$ cat src/rtl/led_strand_pkg.sv
// Shared state encoding, word size and default 100 MHz timing for the WS2812 strand driver.
package led_strand_pkg;

  typedef enum logic [1:0] {
    LATCH,
    REQUEST,
    WAIT_COLOR,
    SHIFT
  } strandState_e;

  localparam int COLOR_BITS = 24;

  localparam int DEFAULT_NUM_LEDS            = 50;
  localparam int DEFAULT_LED_ADDRESS_WIDTH   = 6;
  localparam int DEFAULT_BIT_PERIOD_CYCLES   = 125;
  localparam int DEFAULT_T0H_CYCLES          = 40;
  localparam int DEFAULT_T1H_CYCLES          = 80;
  localparam int DEFAULT_RESET_CYCLES        = 30000;
  localparam int DEFAULT_COLOR_SETTLE_CYCLES = 2;

  // Cycle counters carry one spare bit so the terminal value never wraps.
  function automatic int cntWidth(input int maxCycles);
    return $clog2(maxCycles) + 1;
  endfunction

endpackage

$ cat src/rtl/ws2812_bit_timer.sv
// Generates one WS2812 bit waveform per start pulse: high for T0H/T1H cycles, low for
// the rest of the period. A start on the final period cycle chains bits with no gap.
module ws2812_bit_timer
  import led_strand_pkg::*;
#(
  parameter int BIT_PERIOD_CYCLES = DEFAULT_BIT_PERIOD_CYCLES,
  parameter int T0H_CYCLES        = DEFAULT_T0H_CYCLES,
  parameter int T1H_CYCLES        = DEFAULT_T1H_CYCLES
) (
  input  logic clk,
  input  logic rst,
  input  logic start_i,
  input  logic bitValue_i,
  output logic high_o,
  output logic bitDone_o
);

  localparam int CNT_W = cntWidth(BIT_PERIOD_CYCLES);
  localparam logic [CNT_W-1:0] LAST_CNT = CNT_W'(BIT_PERIOD_CYCLES - 1);
  localparam logic [CNT_W-1:0] T0H_LEN  = CNT_W'(T0H_CYCLES);
  localparam logic [CNT_W-1:0] T1H_LEN  = CNT_W'(T1H_CYCLES);

  logic             active_q, active_d;
  logic [CNT_W-1:0] cnt_q, cnt_d;
  logic [CNT_W-1:0] highLen_q, highLen_d;
  logic             high_q, high_d;
  logic [CNT_W-1:0] cntNext;

  assign cntNext = cnt_q + 1'b1;

  // high_q is computed one cycle ahead so the pin is a clean flop output.
  always_comb begin
    active_d  = active_q;
    cnt_d     = cnt_q;
    highLen_d = highLen_q;
    high_d    = high_q;
    if (start_i) begin
      active_d  = 1'b1;
      cnt_d     = '0;
      highLen_d = bitValue_i ? T1H_LEN : T0H_LEN;
      high_d    = 1'b1;
    end else if (active_q) begin
      if (cnt_q == LAST_CNT) begin
        active_d = 1'b0;
        cnt_d    = '0;
        high_d   = 1'b0;
      end else begin
        cnt_d  = cntNext;
        high_d = (cntNext < highLen_q);
      end
    end
  end

  always_ff @(posedge clk) begin
    if (rst) begin
      active_q  <= 1'b0;
      cnt_q     <= '0;
      highLen_q <= '0;
      high_q    <= 1'b0;
    end else begin
      active_q  <= active_d;
      cnt_q     <= cnt_d;
      highLen_q <= highLen_d;
      high_q    <= high_d;
    end
  end

  assign high_o    = high_q;
  assign bitDone_o = active_q && (cnt_q == LAST_CNT);

endmodule

$ cat src/rtl/led_strand_driver.sv
// Walks LED addresses, captures each returned GRB colour and serialises it onto a
// WS2812 data line, closing every frame with a low latch gap.
module led_strand_driver
  import led_strand_pkg::*;
#(
  parameter int NUM_LEDS            = DEFAULT_NUM_LEDS,
  parameter int LED_ADDRESS_WIDTH   = DEFAULT_LED_ADDRESS_WIDTH,
  parameter int BIT_PERIOD_CYCLES   = DEFAULT_BIT_PERIOD_CYCLES,
  parameter int T0H_CYCLES          = DEFAULT_T0H_CYCLES,
  parameter int T1H_CYCLES          = DEFAULT_T1H_CYCLES,
  parameter int RESET_CYCLES        = DEFAULT_RESET_CYCLES,
  parameter int COLOR_SETTLE_CYCLES = DEFAULT_COLOR_SETTLE_CYCLES
) (
  input  logic                       clk,
  input  logic                       rst,
  input  logic [7:0]                 green_in,
  input  logic [7:0]                 red_in,
  input  logic [7:0]                 blue_in,
  input  logic                       color_valid,
  output logic [LED_ADDRESS_WIDTH:0] next_led_request,
  output logic                       strand_out,
  output logic                       frame_done,
  output logic                       busy
);

  localparam int ADDR_W   = LED_ADDRESS_WIDTH + 1;
  localparam int LATCH_W  = cntWidth(RESET_CYCLES);
  localparam int SETTLE_W = cntWidth(COLOR_SETTLE_CYCLES);
  localparam int BITCNT_W = $clog2(COLOR_BITS);

  localparam logic [LATCH_W-1:0]  LATCH_LAST    = LATCH_W'(RESET_CYCLES - 1);
  localparam logic [LATCH_W-1:0]  LATCH_PRE     = LATCH_W'(RESET_CYCLES - 2);
  localparam logic [SETTLE_W-1:0] SETTLE_TARGET = SETTLE_W'(COLOR_SETTLE_CYCLES);
  localparam logic [ADDR_W-1:0]   LAST_LED      = ADDR_W'(NUM_LEDS - 1);
  localparam logic [BITCNT_W-1:0] FIRST_BIT     = BITCNT_W'(COLOR_BITS - 1);

  if (!(T0H_CYCLES >= 1 && T0H_CYCLES < T1H_CYCLES && T1H_CYCLES < BIT_PERIOD_CYCLES)) begin : gBadBitTiming
    $error("led_strand_driver: need 1 <= T0H_CYCLES < T1H_CYCLES < BIT_PERIOD_CYCLES");
  end
  if (NUM_LEDS < 1 || (2 ** LED_ADDRESS_WIDTH) < NUM_LEDS) begin : gBadLedCount
    $error("led_strand_driver: NUM_LEDS must be >= 1 and fit in LED_ADDRESS_WIDTH");
  end
  if (RESET_CYCLES < 2) begin : gBadLatch
    $error("led_strand_driver: RESET_CYCLES must be at least 2");
  end

  strandState_e         state_q;
  logic [LATCH_W-1:0]   latchCnt_q;
  logic [SETTLE_W-1:0]  settle_q;
  logic [ADDR_W-1:0]    ledIndex_q;
  logic [ADDR_W-1:0]    request_q;
  logic [COLOR_BITS-1:0] shift_q;
  logic [BITCNT_W-1:0]  bitCnt_q;
  logic                 frameDone_q;
  logic                 busy_q;

  logic settled;
  logic captureNow;
  logic nextBit;
  logic startBit;
  logic bitValue;
  logic bitHigh;
  logic bitDone;

  // The first bit starts on the capture edge straight from the inputs, so the
  // shift register only has to supply bits 22..0.
  assign settled    = (settle_q >= SETTLE_TARGET);
  assign captureNow = (state_q == WAIT_COLOR) && settled && color_valid;
  assign nextBit    = (state_q == SHIFT) && bitDone && (bitCnt_q != '0);
  assign startBit   = captureNow || nextBit;
  assign bitValue   = captureNow ? green_in[7] : shift_q[COLOR_BITS-2];

  ws2812_bit_timer #(
    .BIT_PERIOD_CYCLES(BIT_PERIOD_CYCLES),
    .T0H_CYCLES       (T0H_CYCLES),
    .T1H_CYCLES       (T1H_CYCLES)
  ) uBitTimer (
    .clk       (clk),
    .rst       (rst),
    .start_i   (startBit),
    .bitValue_i(bitValue),
    .high_o    (bitHigh),
    .bitDone_o (bitDone)
  );

  // frame_done is raised one count early so the pulse lands on the final latch cycle.
  always_ff @(posedge clk) begin
    if (rst) begin
      state_q     <= LATCH;
      latchCnt_q  <= '0;
      settle_q    <= '0;
      ledIndex_q  <= '0;
      request_q   <= '0;
      shift_q     <= '0;
      bitCnt_q    <= '0;
      frameDone_q <= 1'b0;
      busy_q      <= 1'b0;
    end else begin
      frameDone_q <= 1'b0;
      case (state_q)
        LATCH: begin
          frameDone_q <= (latchCnt_q == LATCH_PRE);
          if (latchCnt_q == LATCH_LAST) begin
            latchCnt_q <= '0;
            ledIndex_q <= '0;
            request_q  <= '0;
            state_q    <= REQUEST;
          end else begin
            latchCnt_q <= latchCnt_q + 1'b1;
          end
        end
        REQUEST: begin
          settle_q <= '0;
          state_q  <= WAIT_COLOR;
        end
        WAIT_COLOR: begin
          if (captureNow) begin
            shift_q  <= {green_in, red_in, blue_in};
            bitCnt_q <= FIRST_BIT;
            busy_q   <= 1'b1;
            state_q  <= SHIFT;
          end else if (!settled) begin
            settle_q <= settle_q + 1'b1;
          end
        end
        SHIFT: begin
          if (bitDone) begin
            if (bitCnt_q != '0) begin
              bitCnt_q <= bitCnt_q - 1'b1;
              shift_q  <= shift_q << 1;
            end else begin
              busy_q <= 1'b0;
              if (ledIndex_q == LAST_LED) begin
                latchCnt_q <= '0;
                request_q  <= '0;
                state_q    <= LATCH;
              end else begin
                ledIndex_q <= ledIndex_q + 1'b1;
                request_q  <= ledIndex_q + 1'b1;
                state_q    <= REQUEST;
              end
            end
          end
        end
        default: state_q <= LATCH;
      endcase
    end
  end

  assign next_led_request = request_q;
  assign strand_out       = bitHigh;
  assign frame_done       = frameDone_q;
  assign busy             = busy_q;

endmodule

$ cat config.mk
export PLATFORM = sky130hd
export DESIGN_NAME = led_strand_driver
export DESIGN_NICKNAME = d
export VERILOG_FILES = /design/src/rtl/led_strand_pkg.sv /design/src/rtl/ws2812_bit_timer.sv /design/src/rtl/led_strand_driver.sv
export SDC_FILE = /design/constraint.sdc
export NUM_CORES = 1
export LEC_CHECK = 0
export BUFFER_PORTS_ARGS = -buffer_cell sky130_fd_sc_hd__buf_2
export CAP_MARGIN = 15
export CELL_PAD_IN_SITES_DETAIL_PLACEMENT = 0
export CELL_PAD_IN_SITES_GLOBAL_PLACEMENT = 1
export CORE_ASPECT_RATIO = 0.6
export CORE_MARGIN = 4
export CORE_UTILIZATION = 40
export DETAILED_ROUTE_END_ITERATION = 10
export GPL_TIMING_DRIVEN = 0
export PLACE_DENSITY_LB_ADDON = 0.1
export SETUP_SLACK_MARGIN = 0.3
export SYNTH_ARGS = -nofsm -noshare
export SYNTH_HDL_FRONTEND = slang
export SYNTH_SLANG_ARGS = --single-unit
export TNS_END_PERCENT = 100
$ cat constraint.sdc
create_clock -name clk -period 4.54 [get_ports clk]
set_input_delay 1.362 -clock clk [delete_from_list [all_inputs] [get_ports clk]]
set_output_delay 1.362 -clock clk [all_outputs]
set_load 0.01 [all_outputs]
**Word level (Yosys, flattened, before mapping)**

Index checks and enable logic that the tools add are counted.

- Equal/unequal tests: 16
- $add $sub $neg: 5
- $mul: 0
- Muxes and demuxes: 44
- Bitwise gates (word level): 1
- Divide/modulo/power cells: 0
- Reduce and logical (&&, ||, !) cells: 21
- $lt $le $gt $ge: 2
- Shifts and indexed selects: 0

Operator list:

| operator | number |
|---|---|
| two-way mux 23 bit | 3 |
| two-way mux 16 bit | 4 |
| two-way mux 7 bit | 8 |
| one-hot mux 23 bit (2 select lines) | 1 |
| == test 16 x 15 -> 1 bit, second input constant | 2 |
| one-hot mux 16 bit (2 select lines) | 1 |
| one-hot mux 7 bit (2 select lines) | 2 |
| AND reduction 4 bit | 5 |
| adder 16 x 1 -> 16 bit, second input constant | 1 |
| two-way mux 5 bit | 3 |
| != test 2 bit, second input constant | 7 |
| two-way mux 2 bit | 6 |
| two-way mux 1 bit | 11 |
| one-hot mux 5 bit (2 select lines) | 1 |
| adder 8 x 1 -> 8 bit, second input constant | 1 |
| == test 8 x 7 -> 1 bit, second input constant | 1 |
| less-than comparator 8 bit | 1 |
| two-way mux 8 bit | 1 |
| one-hot mux 2 bit (4 select lines) | 1 |
| nonzero test 2 bit | 4 |
| adder 7 x 1 -> 7 bit, second input constant | 1 |
| == test 7 x 6 -> 1 bit, second input constant | 1 |
| logical AND 1 bit | 5 |
| AND reduction 5 bit | 1 |
| other kinds (14) | 17 |

- Bits in registers: 82
- Logic and storage cells: 102
- RAM bits: 0
- Latch bits: 0
- Input bits: 27
- Output and inout bits: 10
- Memories kept: 0
- ROM bits: 0

**Depth between registers and ports, before layout**

Gate-level depths: netlist (run 1).

- Depth in word-level cells: 6
- Depth in mapped cells: 10
- Mapped depth without buffers: 7

**Cells and area by module**

Synthesis (run 1) repeated with hierarchy kept, for this count alone.

- Cells, all modules: 455
- Area, all modules: 3991.3 um^2

Modules (own cells, without submodules):

| module | cells each | seq. area each (um^2) | area an instance (um^2) | instances |
|---|---|---|---|---|
| led_strand_driver | 368 | 1281.2 | 3251.9 | 1 |
| ws2812_bit_timer | 87 | 240.2 | 739.5 | 1 |

**Least setup slack after synthesis (run 1)**

OpenSTA, ideal clock, no wires.

- Path type: in2reg
- Start: in color_valid
- End: reg shift_q[10]
- Stages: 7
- Buffers on the path: 2
- Arrival time: 2.436 ns
- Required time: 4.454 ns
- Library setup time: 0.086 ns
- Setup slack: 2.019 ns
- Cells stage by stage: o211ai_1 > nand2_1 > and3_1 > buf_2 > buf_2 > nor2_1 > a211oi_1

- Longest elaborated chain between the ends: 3

RTL lines:

| element | line | RTL |
|---|---|---|
| from (decl) | led_strand_driver.sv:19 | `input logic color_valid,` |
| logical AND 1 bit | led_strand_driver.sv:68 | `assign captureNow = (state_q == WAIT_COLOR) && settled && color_valid;` |
| != test 2 bit (no source line) | - |  |
| AND reduction 4 bit (no source line) | - |  |
| to (signal assigned) | led_strand_driver.sv:118 | `shift_q <= {green_in, red_in, blue_in};` |
| to (signal assigned) | led_strand_driver.sv:130 | `shift_q <= shift_q << 1;` |
| to (decl) | led_strand_driver.sv:52 | `logic [COLOR_BITS-1:0] shift_q;` |

No other way between the ends.
A chain may end at the register's enable or synchronous reset.

**Worst setup path after layout (run 1)**

- Start: in rst
- End: reg settle_q[0]

RTL lines:

| element | line | RTL |
|---|---|---|
| from (decl) | led_strand_driver.sv:15 | `input logic rst,` |
| to (signal assigned) | led_strand_driver.sv:123 | `settle_q <= settle_q + 1'b1;` |
| to (decl) | led_strand_driver.sv:49 | `logic [SETTLE_W-1:0] settle_q;` |

No word-level cell between the ends.

==> out/metrics.cfg, run 1 <==
[synth]
synth_seq_cells = 76
netlist_area_sq_mm = 0.00396
async_flop_share_pct = 0
synth_top_flop_cell = dfxtp_1
yosysWarnings = 0
synth.most_common_cell = dfxtp_1
synth-seq-area-share_pct = 38.4
synth.net_count = 501
synthTopCellsByArea = dfxtp_1, mux2i_1, nor2_1
synth_edf_count = 0
syn_avg_cell_area_sq_um = 8.64
synth_cell_types = 60
synth_common_cells = dfxtp_1, nor2_1, mux2i_1
yosysTopAreaCellShare_pct = 38.4
synth_largest_area_cell = dfxtp_1
syn_inst = 458

[power_and_ir_drop]
leakagePower_uw = 0.00163
powerDensity_mw_per_mm2 = 399
clock_power_share_pct = 45.6
ir_drop_mv = 0.206
internal_power_uw = 1350
power_frac_seq_pct = 38.3
p_comb_share_pct = 16.0
p_switching_uw = 512
sw_frac_of_total_pct = 27.6

[setup_path]
arrival_ps = 3190
r2r_cells = 6
r2r_slack_ps = 1900
critical_path_class = primary input to flop
required_ps = 4740
crit_fanout = 10
critPathLaunchType = primary input
rr_endpoint = shift_q[8]
end_kind = flop
regToRegStartpoint = state_q[0]

[cts]
cts_buffer_depth = 2
cts_hold_buf = 0
post_cts_buffers = 0
path_clk_slew_ps = 60
clock_sinks = 76
clock_latency_ps = 340
cts_max_level = 3
cts_buffers = 9
clock-root-buffer = clkbuf_16
cts_tree = done
cts_resized = 0

[finish]
post-route-util_pct = 49.5
n_fill_cell = 940
regArea_sq_mm = 0.00152
area_growth_syn_to_layout_pct = 17.5
multiInputGateArea_sq_mm = 0.00226
fin_area_sq_mm = 0.00465
diodes = 0
finalNetCount = 548
drive_gt1_share_pct = 14.5

[status]
outcome = complete, no violations

[place]
placed_cell_area_sq_mm = 0.00430
dpl.hpwl_microns = 7840
gp_congestion = 0.831
place_worst_setup_slack_ps = 1200
portBuffers = 36

[drt]
vias_per_cell = 5.56
wl_per_cell_microns = 16.9
routed_wirelength_microns = 10800
m1WireLength_microns = 6050
ant_nets = 0
dr.pass1.iters = 5
wl_met2_microns = 4080
drcViolationCount = 0
drt_iter0_markers = 267
vias = 3557
top_layer = met4
dr_wl_met3_microns = 564

[floorplan]
pin_count = 37
core-area_sq_mm = 0.00939
dieArea_sq_mm = 0.0116
row_count = 27
die_w_microns = 136
start_util_pct = 42.2
fp.dieH_microns = 85.1

[global_routing]
overflow = 0
grt_usage_pct = 19.2
antenna_found_initial = 0
grt_max_degree = 14
grt_pass1_wl_microns = 17500
grt_pass1_vias = 3314

[timing]
fin_setup_tns_ps = 0
fin_ws_ps = 1550
setup_violations = 0
clock_skew_ps = 8.45
period_share_pct = 65.8
max_freq_mhz = 335
worst_pin_slew_ps = 784
drv_slew = 0
hold_viol_final = 0
min_period_ps = 2990
slew_headroom_pct = 47.0
grt_setup_unrepaired = no

[min_path]
whs_endpoint = next_led_request[5]
worstHoldStart = next_led_request[5]
hold_path_class = flop to flop
holdPathStages = 2

[job]
max-cap-violations = 0

-- kinds of logic (layout without fill, tap and decap cells) --
logic type | Yosys count | count (layout) | share of synthesized area (%)
and+or+nand+nor | 168 | 168 | 22.4
AOI/OAI and AO/OA | 111 | 111 | 19.3
DFF | 76 | 76 | 38.4
buffers and inverters | 45 | 97 | 4.58
muxes | 28 | 28 | 7.11
adders and majority gates | 16 | 16 | 5.06
xor gates and xnor gates | 14 | 14 | 3.10
-- registers in the layout, summed over array words and instances, names as in the netlist --
| signal | count |
|---|---|
| state_q | 2 |
| uBitTimer.active_q | 1 |
| latchCnt_q | 16 |
| uBitTimer.high_o | 1 |
| settle_q | 2 |
| uBitTimer.highLen_q | 2 |
| uBitTimer.cnt_q | 8 |
| bitCnt_q | 5 |
| frame_done | 1 |
| shift_q | 23 |
| busy | 1 |
| ledIndex_q | 7 |
| next_led_request | 7 |
-- power by group through the flow --
stage	sequential [uW]	combinational, uW	clock, uW
after detailed placement	726	294	0
after global routing	715	331	890
after global placement	725	288	0
after floorplan	721	207	0
after CTS	712	295	860
final	712	298	847
-- metrics by stage --
| stage | std cells | total power (uW) | hold slack, ps |
|---|---|---|---|
| global route | 640 | 1940 | 478 |
| global placement | 624 | 1010 | 438 |
| floorplan | 458 | 929 | 449 |
| CTS | 640 | 1870 | 457 |
| finish | 640 | 1860 | 454 |
| detailed placement | 624 | 1020 | 445 |
-- critical path, cell delays in order --
cell and delay (ps):
buf_2 130, clkbuf_1 500, clkbuf_1 490, buf_1 580, nor2_1 110
-- layer usage --
layer / vias up / global-route usage (%)
li1: 1761 / -
met1: 1704 / 30.6
met2: 80 / 25.1
met3: 12 / 4.98
met4: 0 / 4.39
met5: - / 0
-- placed cells by master, fill, tap and decap left out, drive strengths merged, types with 4 or more instances in the layout --
| master | n |
|---|---|
| o22ai | 5 |
| inv | 23 |
| ha | 16 |
| nor2 | 67 |
| nand2 | 22 |
| o21ai | 15 |
| nand4 | 10 |
| nand2b | 8 |
| a21oi | 25 |
| nor3 | 11 |
| or4b | 4 |
| a211oi | 26 |
| dfxtp | 76 |
| a211o | 4 |
| o31ai | 5 |
| and3 | 5 |
| clkbuf | 22 |
| xnor2 | 10 |
| or3 | 7 |
| nor4 | 4 |
| or4 | 5 |
| mux2i | 27 |
| xor2 | 4 |
| buf | 46 |
| a22oi | 5 |
| a21o | 5 |
| nand3 | 11 |
-- worst max path at each step --
| stage | from | to | slack, ps | depth (start not counted) |
|---|---|---|---|---|
| detailed placement | rst | settle_q[0] | 1200 | 5 |
| CTS | rst | settle_q[0] | 1560 | 5 |
| global route | rst | settle_q[0] | 1420 | 5 |
| global placement | rst | settle_q[0] | 1190 | 5 |
| floorplan | color_valid | shift_q[10] | 2020 | 7 |
| finish | rst | settle_q[0] | 1550 | 5 |
-- final cells by class --
type / instances / share of cell area (%)
buffer: 22 / 2.04
clock buffer: 10 / 5.14
timing repair buffer: 36 / 3.87
inverter: 23 / 1.86
tap: 130 / 3.50
multi-input combinational: 337 / 48.5
clock inverter: 6 / 2.39
sequential: 76 / 32.7
Power figures use the tool's default switching activity.
==> run 2, diff against run 1 <==
- ABC_AREA: default -> 1
- CORE_UTILIZATION: 40 -> 38
- clock period: 4.54 -> 2.6 ns (I/O delays scaled with it)
==> out/metrics.cfg, run 2 <==
[min_path]
hold_path_class = flop to flop

[finish]
largest_reg_flops = 23
final_cell_mix = nand2_1, nor2_1, dfxtp_1
final_common_cell = nand2_1
diodes = 0
drive_gt1_share_pct = 12.9
n_fill_cell = 1087
multiInputGateArea_sq_mm = 0.00239
top_register = shift_q
area_growth_syn_to_layout_pct = 15.9
regArea_sq_mm = 0.00152
post-route-util_pct = 45.6
top_regs = shift_q (23), latchCnt_q (16), uBitTimer.cnt_q (8)
finalNetCount = 726

[power_and_ir_drop]
leakagePower_uw = 0.00219
ir_drop_mv = 0.334
powerDensity_mw_per_mm2 = 534
p_total_uw = 2600

[timing]
max_freq_mhz = 474
min_period_ps = 2110
clock_skew_ps = 6.34
hold_viol_final = 0
worst_pin_slew_ps = 757
drv_slew = 0
period_share_pct = 81.1
grt_setup_unrepaired = no
setup_violations = 0
slew_headroom_pct = 49.5
fin_setup_tns_ps = 0

[floorplan]
start_util_pct = 39.3
core-area_sq_mm = 0.0107
fp.dieH_microns = 89.5
row_count = 29
dieArea_sq_mm = 0.0129
die_w_microns = 144
pin_count = 37

[cts]
cts_hold_buf = 0
cts_buffer_depth = 2
cts_resized = 0
path_clk_slew_ps = 60
clock-root-buffer = clkbuf_16
clock_latency_ps = 330
post_cts_buffers = 0
cts_max_level = 3
cts_tree = done
clock_sinks = 76
cts_buffers = 9

[synth]
synth_seq_cells = 76
netlist_area_sq_mm = 0.00421
synth_largest_area_cell = dfxtp_1
yosysWarnings = 0
syn_avg_cell_area_sq_um = 6.61
synth_top_flop_cell = dfxtp_1
async_flop_share_pct = 0
synth-seq-area-share_pct = 36.1
synth.net_count = 680
synthTopCellsByArea = dfxtp_1, nand2_1, nor2_1
synth_common_cells = nand2_1, nor2_1, dfxtp_1
synth_cell_types = 37
synth.most_common_cell = nand2_1
syn_inst = 637
synth_edf_count = 0
yosysTopAreaCellShare_pct = 36.1

[global_routing]
overflow = 0
grt_pass1_wl_microns = 19100
met3_usage_pct = 4.49
grt_pass1_vias = 3742
grt_usage_pct = 19.0
antenna_found_initial = 0
busiest_layer = met1
grt_max_degree = 13
met2_usage_pct = 26.2
grt_use_met1_pct = 29.2

[setup_path]
crit_fanout = 10
path_buf_inv = 2
regToRegStartpoint = state_q[0]
cpPeakStageDelay_ps = 410
endpoint = uBitTimer.highLen_q[4]
crit_slowest_cell = dfxtp_1
arrival_ps = 2300
critical_path_class = flop to flop
worstSetupStartpoint = state_q[0]
r2r_slack_ps = 490
required_ps = 2800
end_kind = flop
critPathLaunchType = flop
path_depth = 7
cpLargestDelayFamily = compound AO/OA/AOI/OAI gates
cp_cell_sequence = ha_1 > buf_4 > nand2_2 > o21ai_1 > inv_1 > nand2_1 > o22ai_1
rr_endpoint = uBitTimer.highLen_q[4]
r2r_cells = 7

[drt]
drcViolationCount = 0
dr.pass1.iters = 5
routed_wirelength_microns = 11400
vias = 4009
drt_iter0_markers = 237
vias_per_cell = 4.85
wl_per_cell_microns = 13.7
ant_nets = 0

[job]
max-cap-violations = 0

[place]
dpl.hpwl_microns = 8250
gp_congestion = 0.817
portBuffers = 35

[status]
outcome = complete, no violations

## run 2: cell count changes after synthesis, sizes merged, moves of 7 or more
cell    change
nand2b      -8
inv        +24
nor2       +57
nand2     +172
a21oi      +18
a211oi     -26
nand3      +25
or3         -7
o21ai      +24
mux2i      -27
xnor2       -8
## run 2: worst min path at each step
| stage | from | endpoint | slack [ps] | cells after the start |
|---|---|---|---|---|
| finish | settle_q[0] | settle_q[0] | 460 | 1 |
| detailed placement | settle_q[0] | settle_q[0] | 450 | 1 |
| floorplan | settle_q[0] | settle_q[0] | 430 | 1 |
| CTS | settle_q[0] | settle_q[0] | 460 | 1 |
| global placement | settle_q[0] | settle_q[0] | 440 | 1 |
| global route | settle_q[0] | settle_q[0] | 490 | 1 |
## run 2: report_power, final
group,internal (uW),switching (uW)
Combinational,30.8,49.1
Sequential,1170,7.03
Clock,862,487
Total,2060,543
## run 2: cell families after synthesis
logic type | share of synthesized area, %
flops | 36.1
xor+xnor | 2.29
buf+inv | 7.07
fa+ha+maj | 4.75
simple gates | 37.8
compound gates | 11.9
## run 2: through the flow
stage | hold WS, ps | setup slack (ps) | cell area [sq um] | instances
after floorplan | 427 | 914 | 4210 | 637
after global placement | 441 | 254 | 4560 | 811
after detailed placement | 449 | 263 | 4560 | 811
after CTS | 457 | 479 | 4880 | 827
after global routing | 486 | 308 | 4880 | 827
final | 457 | 491 | 4880 | 827
## run 2: final cells by class
| cell class | count | area share, % |
|---|---|---|
| plain buffers | 20 | 2.41 |
| clock buffers | 11 | 4.97 |
| clock inverters | 5 | 1.54 |
| inverters | 49 | 3.77 |
| multi-input cells | 492 | 49.0 |
| flip-flops and latches | 76 | 31.2 |
| well taps | 139 | 3.56 |
| repair buffers | 35 | 3.59 |
## run 2: per-layer routing
layer / vias up / part of all wire (%)
li1: 2133 / -
met1: 1792 / 55
met2: 77 / 39
met3: 7 / 5.1
met4: 0 / 0.75
met5: - / 0
